--- config.mk ---
export PLATFORM = sky130hd
export DESIGN_NAME = sc_player_ctrl_fsm
export DESIGN_NICKNAME = d
export VERILOG_FILES = /design/src/rtl/sc_player_ctrl_fsm.sv
export SDC_FILE = /design/constraint.sdc
export NUM_CORES = 1
export LEC_CHECK = 0
export ABC_AREA = 1
export CORE_ASPECT_RATIO = 0.6
export CORE_UTILIZATION = 51
export DETAILED_ROUTE_END_ITERATION = 10
export HOLD_SLACK_MARGIN = 0.02
export PLACE_DENSITY = 0.84
export SKIP_LAST_GASP = 1
export SLEW_MARGIN = 25
export SYNTH_ARGS = -nofsm -noshare
export SYNTH_HDL_FRONTEND = slang
export SYNTH_SLANG_ARGS = --single-unit
--- constraint.sdc ---
create_clock -name SC_PLAYERCTRL_CLOCK_50 -period 2.1 [get_ports SC_PLAYERCTRL_CLOCK_50]
set_input_delay 0.21 -clock SC_PLAYERCTRL_CLOCK_50 [delete_from_list [all_inputs] [get_ports SC_PLAYERCTRL_CLOCK_50]]
set_output_delay 0.21 -clock SC_PLAYERCTRL_CLOCK_50 [all_outputs]
set_load 0.005 [all_outputs]
--- src/rtl/sc_player_ctrl_fsm.sv ---
// sc_player_ctrl_fsm: NUM_PLAYERS independent button FSMs producing clear / shift pulses.
// Optional macro SC_PLAYERCTRL_AUTOREPEAT_EN adds hold-to-repeat for left/right moves.
module sc_player_ctrl_fsm #(
   parameter int NUM_PLAYERS   = 2,
   parameter int REPEAT_DELAY  = 8,
   parameter int REPEAT_PERIOD = 4,
   parameter int CNT_W         = 8
) (
   input  logic                     SC_PLAYERCTRL_CLOCK_50,
   input  logic                     SC_PLAYERCTRL_RESET_InLow,
   input  logic                     SC_PLAYERCTRL_enable_InHigh,
   input  logic [NUM_PLAYERS-1:0]   SC_PLAYERCTRL_startButton_InLow,
   input  logic [NUM_PLAYERS-1:0]   SC_PLAYERCTRL_leftButton_InLow,
   input  logic [NUM_PLAYERS-1:0]   SC_PLAYERCTRL_rightButton_InLow,
   input  logic [NUM_PLAYERS-1:0]   SC_PLAYERCTRL_leftLimit_InLow,
   input  logic [NUM_PLAYERS-1:0]   SC_PLAYERCTRL_rightLimit_InLow,
   output logic [NUM_PLAYERS-1:0]   SC_PLAYERCTRL_clear_OutLow,
   output logic [2*NUM_PLAYERS-1:0] SC_PLAYERCTRL_shiftselection_Out,
   output logic [8*NUM_PLAYERS-1:0] SC_PLAYERCTRL_moveCount_Out
);

   typedef enum logic [2:0] {
      ST_RESET   = 3'd0,
      ST_IDLE    = 3'd1,
      ST_INIT    = 3'd2,
      ST_LEFT    = 3'd3,
      ST_RIGHT   = 3'd4,
      ST_RELEASE = 3'd5
   } state_t;

   state_t     state_q [NUM_PLAYERS];
   state_t     state_d [NUM_PLAYERS];
   logic [7:0] count_q [NUM_PLAYERS];
   logic [7:0] count_d [NUM_PLAYERS];

`ifdef SC_PLAYERCTRL_AUTOREPEAT_EN
   localparam logic [1:0] DIR_NONE  = 2'b00;
   localparam logic [1:0] DIR_LEFT  = 2'b01;
   localparam logic [1:0] DIR_RIGHT = 2'b10;

   logic [CNT_W-1:0] cnt_q [NUM_PLAYERS];
   logic [CNT_W-1:0] cnt_d [NUM_PLAYERS];
   logic [1:0]       dir_q [NUM_PLAYERS];
   logic [1:0]       dir_d [NUM_PLAYERS];
`endif

   // per-player state, move counter and repeat bookkeeping registers
   always_ff @(posedge SC_PLAYERCTRL_CLOCK_50 or negedge SC_PLAYERCTRL_RESET_InLow) begin
      if (!SC_PLAYERCTRL_RESET_InLow) begin
         for (int p = 0; p < NUM_PLAYERS; p++) begin
            state_q[p] <= ST_RESET;
            count_q[p] <= 8'd0;
`ifdef SC_PLAYERCTRL_AUTOREPEAT_EN
            cnt_q[p]   <= '0;
            dir_q[p]   <= DIR_NONE;
`endif
         end
      end else begin
         for (int p = 0; p < NUM_PLAYERS; p++) begin
            state_q[p] <= state_d[p];
            count_q[p] <= count_d[p];
`ifdef SC_PLAYERCTRL_AUTOREPEAT_EN
            cnt_q[p]   <= cnt_d[p];
            dir_q[p]   <= dir_d[p];
`endif
         end
      end
   end

   // next-state logic and state-decoded outputs for every player
   always_comb begin
      SC_PLAYERCTRL_clear_OutLow       = '1;
      SC_PLAYERCTRL_shiftselection_Out = '1;
      SC_PLAYERCTRL_moveCount_Out      = '0;
      for (int p = 0; p < NUM_PLAYERS; p++) begin
         state_d[p] = state_q[p];
         count_d[p] = count_q[p];
`ifdef SC_PLAYERCTRL_AUTOREPEAT_EN
         cnt_d[p]   = cnt_q[p];
         dir_d[p]   = dir_q[p];
`endif
         SC_PLAYERCTRL_moveCount_Out[8*p +: 8] = count_q[p];
         case (state_q[p])
            ST_RESET: begin
               state_d[p] = ST_IDLE;
            end
            ST_IDLE: begin
               if (!SC_PLAYERCTRL_startButton_InLow[p]) begin
                  state_d[p] = ST_INIT;
               end else if (SC_PLAYERCTRL_enable_InHigh &&
                            !SC_PLAYERCTRL_leftButton_InLow[p] &&
                            SC_PLAYERCTRL_leftLimit_InLow[p]) begin
                  state_d[p] = ST_LEFT;
`ifdef SC_PLAYERCTRL_AUTOREPEAT_EN
                  cnt_d[p]   = CNT_W'(REPEAT_DELAY - 1);
`endif
               end else if (SC_PLAYERCTRL_enable_InHigh &&
                            !SC_PLAYERCTRL_rightButton_InLow[p] &&
                            SC_PLAYERCTRL_rightLimit_InLow[p]) begin
                  state_d[p] = ST_RIGHT;
`ifdef SC_PLAYERCTRL_AUTOREPEAT_EN
                  cnt_d[p]   = CNT_W'(REPEAT_DELAY - 1);
`endif
               end
            end
            ST_INIT: begin
               SC_PLAYERCTRL_clear_OutLow[p] = 1'b0;
               count_d[p] = 8'd0;
               state_d[p] = ST_RELEASE;
`ifdef SC_PLAYERCTRL_AUTOREPEAT_EN
               dir_d[p]   = DIR_NONE;
`endif
            end
            ST_LEFT: begin
               SC_PLAYERCTRL_shiftselection_Out[2*p +: 2] = 2'b01;
               count_d[p] = count_q[p] + 8'd1;
               state_d[p] = ST_RELEASE;
`ifdef SC_PLAYERCTRL_AUTOREPEAT_EN
               dir_d[p]   = DIR_LEFT;
`endif
            end
            ST_RIGHT: begin
               SC_PLAYERCTRL_shiftselection_Out[2*p +: 2] = 2'b10;
               count_d[p] = count_q[p] + 8'd1;
               state_d[p] = ST_RELEASE;
`ifdef SC_PLAYERCTRL_AUTOREPEAT_EN
               dir_d[p]   = DIR_RIGHT;
`endif
            end
            ST_RELEASE: begin
`ifdef SC_PLAYERCTRL_AUTOREPEAT_EN
               if (cnt_q[p] != '0) begin
                  cnt_d[p] = cnt_q[p] - CNT_W'(1);
               end
`endif
               if (SC_PLAYERCTRL_startButton_InLow[p] &&
                   SC_PLAYERCTRL_leftButton_InLow[p] &&
                   SC_PLAYERCTRL_rightButton_InLow[p]) begin
                  state_d[p] = ST_IDLE;
               end
`ifdef SC_PLAYERCTRL_AUTOREPEAT_EN
               // repeat only the last direction, held alone, unblocked
               else if (cnt_q[p] == '0 &&
                        SC_PLAYERCTRL_enable_InHigh &&
                        SC_PLAYERCTRL_startButton_InLow[p]) begin
                  if (dir_q[p] == DIR_LEFT &&
                      !SC_PLAYERCTRL_leftButton_InLow[p] &&
                      SC_PLAYERCTRL_rightButton_InLow[p] &&
                      SC_PLAYERCTRL_leftLimit_InLow[p]) begin
                     state_d[p] = ST_LEFT;
                     cnt_d[p]   = CNT_W'(REPEAT_PERIOD - 1);
                  end else if (dir_q[p] == DIR_RIGHT &&
                               !SC_PLAYERCTRL_rightButton_InLow[p] &&
                               SC_PLAYERCTRL_leftButton_InLow[p] &&
                               SC_PLAYERCTRL_rightLimit_InLow[p]) begin
                     state_d[p] = ST_RIGHT;
                     cnt_d[p]   = CNT_W'(REPEAT_PERIOD - 1);
                  end
               end
`endif
            end
            default: begin
               state_d[p] = ST_IDLE;
            end
         endcase
      end
   end

endmodule

[Word level (Yosys, flattened, before mapping)]
Index checks and enable logic that the tools add are counted.
Cells by class
  multiplexer cells: 16
  equal/unequal tests: 14
  add/sub/neg operators: 2
  reductions and logical operators: 24
Operators with widths (count)
  $pmux 8 s2: 2
  $mux 3: 8
  $pmux 3 s3: 2
  $add 8x1->8 const B: 2
  $eq 3x2->1 const B: 4
  $eq 3x3->1 const B: 4
  $logic_and 1x1->1: 12
  $ne 4x4->1 const B: 2
  $pmux 2 s2: 2
  $eq 3x1->1 const B: 2
  $reduce_or 3->1: 2
  $logic_not 1->1: 4
  $ne 2x2->1 const B: 2
  $reduce_and 2->1: 2
  $reduce_bool 2->1: 2
  $reduce_or 2->1: 2
  $mux 1: 2
Storage, ports and cells
  logic and storage cells: 60
  bits of input ports: 13
  flip-flop bits (word level): 22

[Logic depth before layout (Yosys ltp)]
Gate-level depths: netlist (run 1).
  depth after elaboration: 7
  mapped depth: 7

[Worst setup path before layout (run 1)]
OpenSTA, ideal clock, no wires.
  kind: reg-to-reg
  start: register count_q, in the netlist SC_PLAYERCTRL_moveCount_Out[8]
  end: register count_q, in the netlist SC_PLAYERCTRL_moveCount_Out[10]
  clock period less this slack: 1.138 ns
  data required time: 1.983 ns
  path slack: 0.962 ns
  arrival time: 1.021 ns
  cell stages (with the launch flop): 5
  path through: dfrtp_1 ha_1 or2_2 nand3_1 nand2_1
Between the ends
  longest elaborated chain between the ends: 2
RTL lines
  from (decl): line 33  | logic [7:0] count_q [NUM_PLAYERS];
  from (signal, indexed assignment): line 61  | count_q[p] <= count_d[p];
  $add 8x1->8: line 116, 124
  $pmux 8 s2: line 83  | case (state_q[p])
Every way passes these cells.
A chain may end at the register's enable or synchronous reset.

[Final worst setup path (run 1)]
  start: register state_q[2] (netlist bit)
  end: output SC_PLAYERCTRL_shiftselection_Out[2]
Between the ends
  longest elaborated chain between the ends: 2
  elaborated cells between the ends (all ways): 3
RTL lines
  from (decl): line 31  | state_t state_q [NUM_PLAYERS];
  from (signal, indexed assignment): line 60  | state_q[p] <= state_d[p];
  $eq 3x3->1 or $eq 3x2->1 (tied branches): line 83
  $pmux 2 s2 *: line 83
  to (decl): line 18  | output logic [2*NUM_PLAYERS-1:0] SC_PLAYERCTRL_shiftselection_Out,
Mark *: on every way between the ends. The rest lies on a longest branch, timed or not.

==> flow_summary.ini, run 1 <==
[layout]
n_antenna_cell = 0
multi_input_area_um2 = 644
layout_common_cells = nand2_1 (46), clkdlybuf4s50_1 (34), nand3_1 (24)
drive_gt1_frac = 0.115
register_area_um2 = 551
nets = 225
final_area_um2 = 1730
fillers = 176
area_growth_syn_to_layout_pct = 34.3
instances_no_fill = 239
final_common_cell = nand2_1

[sta]
finalHoldViolCount = 0
rsz0062_at_grt = no
fin_skew_ns = 0.00564
fin_ws_ns = 0.419
min_period_ns = 1.68
tightest_slew_ns = 0.289
slew_headroom = 0.808
fmax_mhz = 595
setup_tns_ns = 0
drv_slew = 0
period_share = 0.801
whs_ns = 0.287
setup_viol_count_final = 0

[logic_synthesis]
synth_nets = 185
netlist-cell-type-count = 23
synth_cells = 170
syn_avg_cell_area_um2 = 7.56
ys_seq_elements = 22
yosysSeqAreaShare = 0.428
synthesis.area_um2 = 1280
ys_warn_count = 0

[floorplan]
die_h_um = 40.9
io-pin-count = 35
core_um2 = 2280
die-area_um2 = 2730
die_x_um = 66.8
start_util = 0.564
rows = 13

[placement]
portBuffers = 34
dp_slack_ns = 0.727
dp_hpwl_um = 2200
dp_cells = 235
placed_area_um2 = 1670
gp_congestion = 0.827

[routing]
drt-initial-drc-count = 69
drc = 0
drt-total-wl_um = 2810
via_per_inst = 5.14
drtAntennaViolNets = 0
dr_total_vias = 1229
wl_per_cell_um = 11.8
firstDrtPassIters = 4

[grt]
overflow = 0
grt_max_degree = 23
grt_first_pass_wirelength_um = 4400
grt_antenna_before_repair = 0
grt_pass1_vias = 1022
grt.total_usage = 0.229

[worst_setup_path]
r2r_setup_slack_ns = 0.86
worst_r2r_startpoint = SC_PLAYERCTRL_moveCount_Out[0]$_DFFE_PN0P_
crit_chain = inv_2, nor2_4, nand2_4, clkdlybuf4s50_1
max_stage_delay_ns = 0.46
worstPathRequired_ns = 1.89
reg2reg_depth = 6
crit_family = buffers and inverters
arrival_ns = 1.47
start_kind = flop
path_class = reg -> out
crit_start = state_q[2]$_DFFE_PN0P_
slowest_stage = dfrtp_1
endpoint_kind = output pin
r2r-end = SC_PLAYERCTRL_moveCount_Out[6]$_DFFE_PN0P_
path_max_fanout = 4
critPathBufInv = 2

[cts]
clkSinkCount = 22
cts_resized = 0
cts-root-buf = clkbuf_8
cts.htree.levels = 1
post-cts-setup-buffer-count = 0
cts_buffers = 3
cts_hold_buf = 0
cts_tree = built
clk_pin_slew_worst_paths_ns = 0.08
clock_insertion_delay_worst_skew_ns = 0.27
clock_path_buffers = 2

[power_and_ir_drop]
leakage_uw = 0.000827
ir_drop_uv = 623
p_per_area_nw_per_um2 = 1040

[status]
outcome = completed

[job]
cap_violations = 0

[min_path]
hold_path.class = in -> async
[worst max-delay path by stage]
stage | slack [ns] | end | cells after the start
floorplan | 0.96 | SC_PLAYERCTRL_moveCount_Out[10]$_DFFE_PN0P_ | 4
global placement | 0.76 | SC_PLAYERCTRL_shiftselection_Out[3] | 4
detailed placement | 0.73 | SC_PLAYERCTRL_shiftselection_Out[2] | 4
CTS | 0.42 | SC_PLAYERCTRL_shiftselection_Out[2] | 4
global route | 0.38 | SC_PLAYERCTRL_shiftselection_Out[2] | 4
finish | 0.42 | SC_PLAYERCTRL_shiftselection_Out[2] | 4
[area by class of cell]
| type | instances | share of cell area |
|---|---|---|
| multi-input combinational | 124 | 0.373 |
| sequential | 22 | 0.319 |
| tap | 30 | 0.0218 |
| timing repair buffer | 35 | 0.202 |
| inverter | 24 | 0.0522 |
| clock buffer | 4 | 0.0319 |
[synthesized netlist by cell type, drive strengths merged]
cell / instances / share of area
a31o: 1 / 0.0068
inv: 24 / 0.070
nand3b: 4 / 0.023
dfrtp: 22 / 0.43
nor2: 17 / 0.061
nand2: 52 / 0.17
o21bai: 1 / 0.0058
nand3: 25 / 0.10
a21oi: 4 / 0.024
xor2: 1 / 0.0068
or2: 2 / 0.0097
ha: 2 / 0.019
o21ai: 13 / 0.059
nor3: 2 / 0.012
[kinds of logic after synthesis]
family / count (synthesis) / share of synthesized area
AOI/OAI and AO/OA: 19 / 0.0964
xor gates and xnor gates: 1 / 0.00682
adders and majority gates: 2 / 0.0195
buffers and inverters: 24 / 0.0701
DFF: 22 / 0.428
and+or+nand+nor: 102 / 0.379
[metrics by stage]
stage | power [uW] | util
after floorplan | 1170 | -
after global placement | 1460 | 0.734
after detailed placement | 1500 | 0.734
after CTS | 1810 | 0.758
after global routing | 1930 | 0.758
final | 1800 | 0.758
[layer usage]
metal / vias up / global-route usage / wire length (um)
li1: 621 / - / -
met1: 569 / 0.293 / 1390
met2: 37 / 0.389 / 1270
met3: 2 / 0.0500 / 113
met4: 0 / 0.0957 / 27
met5: - / 0 / 0
[worst reg2reg max path: stages, from the launching register on]
cell,delay (ns)
dfrtp_1,0.42
ha_1,0.18
nand2_1,0.09
nor2_1,0.21
nand3_1,0.10
nand2_1,0.06
o21ai_0,0.06
[state kept, by name (all words and copies together) (netlist names)]
register,count
SC_PLAYERCTRL_moveCount_Out,16
state_q,6
[power by group]
| part | total, uW | switching, uW | internal, uW |
|---|---|---|---|
| clock network | 308 | 140 | 167 |
| logic | 819 | 450 | 369 |
| registers | 672 | 138 | 534 |
(Power assumes the default switching activity.)
==> run 2, diff against run 1 <==
- CORE_UTILIZATION: 51 -> 43
- PLACE_DENSITY: 0.84 -> 0.75
- clock period: 2.1 -> 1.35 ns (I/O delays scaled with it)
==> run 2 against run 1 <==
  * Clock skew up 0.0025 ns
  * Cell count is 15% higher
  * Clock power increased by 99%
==> flow_summary.ini, run 2 (synthesis gave the netlist of run 1 again) <==
[sta]
whs_ns = 0.210
fin_skew_ns = 0.00810
min_period_ns = 1.32
period_share = 0.975
finalHoldViolCount = 0
setup_viol_count_final = 0
drv_slew = 0
fmax_mhz = 760
tightest_slew_ns = 0.282
fin_ws_ns = 0.0336
slew_headroom = 0.812
rsz0062_at_grt = yes

[power_and_ir_drop]
p_per_area_nw_per_um2 = 1710
ir_drop_uv = 1020
leakage_uw = 0.00102

[routing]
firstDrtPassIters = 7
drt-total-wl_um = 3150
drt-initial-drc-count = 66
dr_total_vias = 1340
via_per_inst = 4.89
drtAntennaViolNets = 0
wl_per_cell_um = 11.5
drc = 0

[floorplan]
start_util = 0.483
die_h_um = 44.3
rows = 14
core_um2 = 2660
io-pin-count = 35
die_x_um = 72.6
die-area_um2 = 3220

[layout]
nets = 250
layout_common_cells = nand2_1 (45), nand3_1 (24), buf_4 (24)
n_antenna_cell = 0
largest_register_ff_count = 16
area_growth_syn_to_layout_pct = 52.4
final_common_cell = nand2_1
fin_util = 0.735
drive_gt1_frac = 0.252
instances_no_fill = 274
fillers = 218

[placement]
portBuffers = 34
dp_cells = 246
dp_slack_ns = 0.0495
dp_hpwl_um = 2270
gp_congestion = 0.848

[cts]
cts_buffers = 3
cts_hold_buf = 0
clk_pin_slew_worst_paths_ns = 0.08
cts.htree.levels = 1
clock_insertion_delay_worst_skew_ns = 0.26
cts_tree = built
cts-root-buf = clkbuf_8
clock_path_buffers = 2
clkSinkCount = 22

[status]
outcome = completed

[worst_setup_path]
max_stage_delay_ns = 0.39
crit_start = state_q[2]$_DFFE_PN0P_
arrival_ns = 1.48
crit_chain = buf_4, inv_2, nor2_4, buf_4, a21oi_4, nand3_1, nand2_1, inv_1
crit_top_cell = buf_4
r2r_setup_slack_ns = 0.03
reg2reg_depth = 8
path_class = reg -> reg
r2r-end = state_q[2]$_DFFE_PN0P_
start_kind = flop
worst_r2r_startpoint = state_q[2]$_DFFE_PN0P_
endpoint_kind = flop
worstPathRequired_ns = 1.51
slowest_stage = dfrtp_1
path_max_fanout = 8

[grt]
overflow = 0
grt_antenna_before_repair = 0
grt_first_pass_wirelength_um = 5410
grt_pass1_vias = 1267
grt_max_degree = 23
grt.total_usage = 0.221

[job]
cap_violations = 0

[min_path]
hold_path.class = in -> async
## run 2: routing by layer
metal,vias up,track usage,wire [um],part of all wire
met5,-,0,0,0
met4,0,0.0824,35,0.011
met3,4,0.0501,140,0.044
met2,36,0.394,1590,0.50
met1,623,0.268,1390,0.44
li1,677,-,-,-
## run 2: cell type report
type                            instances  area, um^2  area share
Timing Repair Buffer                   60         537       0.274
Clock inverter                          1        30.0      0.0153
Sequential cell                        22         552       0.282
Clock buffer                            3        41.3      0.0211
Multi-Input combinational cell        124         658       0.336
Inverter                               24        90.1      0.0460
Tap cell                               40        50.0      0.0256
## run 2: worst max path at each step
stage | slack [ns] | to
CTS | -0.17 | SC_PLAYERCTRL_clear_OutLow[1]
finish | 0.03 | state_q[2]$_DFFE_PN0P_
global placement | 0.08 | SC_PLAYERCTRL_shiftselection_Out[3]
global route | -0.06 | state_q[2]$_DFFE_PN0P_
detailed placement | 0.05 | SC_PLAYERCTRL_clear_OutLow[1]
floorplan | 0.21 | SC_PLAYERCTRL_moveCount_Out[10]$_DFFE_PN0P_
## run 2: repair_timing
| action | 4_1_cts | 5_1_grt |
|---|---|---|
| setup buffers | 18 | 6 |
| pin swaps | 2 | 4 |
| gates resized for setup | 10 | 18 |
| setup endpoints to repair | 15 | 15 |
| cloned | 0 | 0 |
| hold endpoints to repair | 0 | 0 |
## run 2: metrics by stage
step	total power (uW)	TNS (ns)	instance area, um^2
after floorplan	1820	0	1280
after global placement	2280	0	1690
after detailed placement	2350	0	1690
after CTS	3230	-0.293	1890
after global routing	3610	-0.0720	1960
final	3340	0	1960
## run 2: power breakdown
| part | leakage [uW] | switching (uW) | total, uW | internal (uW) |
|---|---|---|---|---|
| Combinational | 0.000700 | 902 | 1770 | 864 |
| Clock | 0.0000357 | 216 | 613 | 396 |
| Sequential | 0.000285 | 134 | 964 | 830 |
## run 2: worst max-delay path, delay by kind of cell, from the launching register on
kind            cells  cell delay [ns]
compound gates      1             0.23
flops               1             0.39
buf+inv             4             0.39
simple gates        3             0.22
==> run 3, diff against run 2 <==
- SKIP_LAST_GASP: 1 -> default
==> run 3 against run 2 <==
  * Sequential power rose by 0.6%
  * Sequential share of layout area increased by 0.072 points
  * Global-route usage fell by 0.10 points
==> flow_summary.ini, run 3 (synthesis gave the netlist of run 1 again) <==
[floorplan]
die_h_um = 44.3
io-pin-count = 35
rows = 14
die_x_um = 72.6
core_um2 = 2660
start_util = 0.483
die-area_um2 = 3220

[sta]
finalHoldViolCount = 0
min_period_ns = 1.31
fin_ws_ns = 0.0361
fin_skew_ns = 0.00788
drv_slew = 0
period_share = 0.973
slew_headroom = 0.810
tightest_slew_ns = 0.285
setup_viol_count_final = 0
fmax_mhz = 761

[power_and_ir_drop]
p_sw_frac = 0.378
leakage_uw = 0.00101
p_comb_frac = 0.522
pwr-share-seq = 0.293
p_int_uw = 2060
p_clk_frac = 0.185
switching_power_uw = 1250
p_per_area_nw_per_um2 = 1700
ir_drop_uv = 1000

[layout]
layout_common_cells = nand2_1 (44), nand3_1 (24), clkdlybuf4s50_1 (23), buf_4 (23), dfrtp_1 (21)
multi_input_area_um2 = 661
n_antenna_cell = 0
fin_util = 0.734
largest_register_ff_count = 16
final_common_cell = nand2_1
register_area_um2 = 552
fillers = 216
drive_gt1_frac = 0.249
area_growth_syn_to_layout_pct = 52.0
nets = 249

[worst_setup_path]
r2r_setup_slack_ns = 0.07
arrival_ns = 1.18
crit_start = state_q[2]$_DFFE_PN0P_
path_max_fanout = 3
path_class = reg -> out
endpoint_kind = output pin
start_kind = flop
worst_r2r_startpoint = SC_PLAYERCTRL_moveCount_Out[1]$_DFFE_PN0P_
worstPathRequired_ns = 1.22

[grt]
grt_first_pass_wirelength_um = 5390
grt_antenna_before_repair = 0
grt_pass1_vias = 1265
grt_max_degree = 23
grt.total_usage = 0.220
overflow = 0

[routing]
dr_total_vias = 1335
wl_per_cell_um = 11.7
firstDrtPassIters = 5
via_per_inst = 4.89
drtAntennaViolNets = 0
drt-initial-drc-count = 42
drt-total-wl_um = 3190
drc = 0

[cts]
clkSinkCount = 22
cts_tree = built
clock_insertion_delay_worst_skew_ns = 0.27
cts-root-buf = clkbuf_8
cts_buffers = 3
cts.htree.levels = 1
clk_pin_slew_worst_paths_ns = 0.08
clock_path_buffers = 2

[placement]
dp_slack_ns = 0.0495
dp_hpwl_um = 2270
gp_congestion = 0.848
portBuffers = 34

[job]
cap_violations = 0

[status]
outcome = completed

[min_path]
hold_path.class = in -> async
run 3: cell types whose count changed in the layout (fill, tap and decap cells not counted), sizes merged:
cell / delta
clkbuf: -1
buf: -1
dlymetal6s2s: -1
dlygate4sd2: +2
run 3: power groups by stage:
stage	clock network [uW]	registers [uW]	logic, uW
floorplan	0	1020	804
global placement	0	1040	1250
detailed placement	0	1050	1300
CTS	636	972	1630
global route	653	995	1930
finish	614	970	1730
run 3: worst paths after layout:
check	to	cells after the start
max in group asynchronous	SC_PLAYERCTRL_moveCount_Out[5]$_DFFE_PN0P_	2
min in group SC_PLAYERCTRL_CLOCK_50	SC_PLAYERCTRL_moveCount_Out[12]$_DFFE_PN0P_	2
min	SC_PLAYERCTRL_moveCount_Out[2]$_DFFE_PN0P_	2
min reg2reg	SC_PLAYERCTRL_moveCount_Out[12]$_DFFE_PN0P_	2
max	SC_PLAYERCTRL_shiftselection_Out[3]	3
max reg2reg	SC_PLAYERCTRL_moveCount_Out[2]$_DFFE_PN0P_	5
run 3: worst max-delay path, stage by stage, from the launching register on:
cell and delay (ns):
dfrtp_1 0.42, nor2_4 0.15, nand2_2 0.07, dlygate4sd2_1 0.28
run 3: cell type report:
type                       count  share of cell area
clock buffer                   3              0.0211
timing repair buffer          59               0.271
clock inverter                 1              0.0154
tap                           40              0.0256
multi-input combinational    124               0.338
sequential                    22               0.283
inverter                      24              0.0461
run 3: what timing repair did:
action,4_1_cts,5_1_grt
hold buffers,0,0
buffers inserted,18,5
resized for setup,13,14
setup endpoints to repair,15,15
pin swaps,2,3
run 3: per-layer routing:
layer,GRT usage,wire length (um),up-vias
li1,-,-,674
met1,0.268,1330,614
met2,0.391,1630,43
met3,0.0501,209,4
met4,0.0824,35,0
met5,0,0,-
run 3: through the flow:
stage	cells	hold slack, ns	setup TNS [ns]	cell area, um^2	power, uW
3_3_place_gp	246	0.508	0	1690	2280
6_report	273	0.209	0	1950	3310
5_1_grt	273	0.243	-0.0184	1950	3580
2_1_floorplan	170	-0.161	0	1280	1820
3_5_place_dp	246	0.511	0	1690	2350
4_1_cts	268	0.215	-0.0605	1890	3240
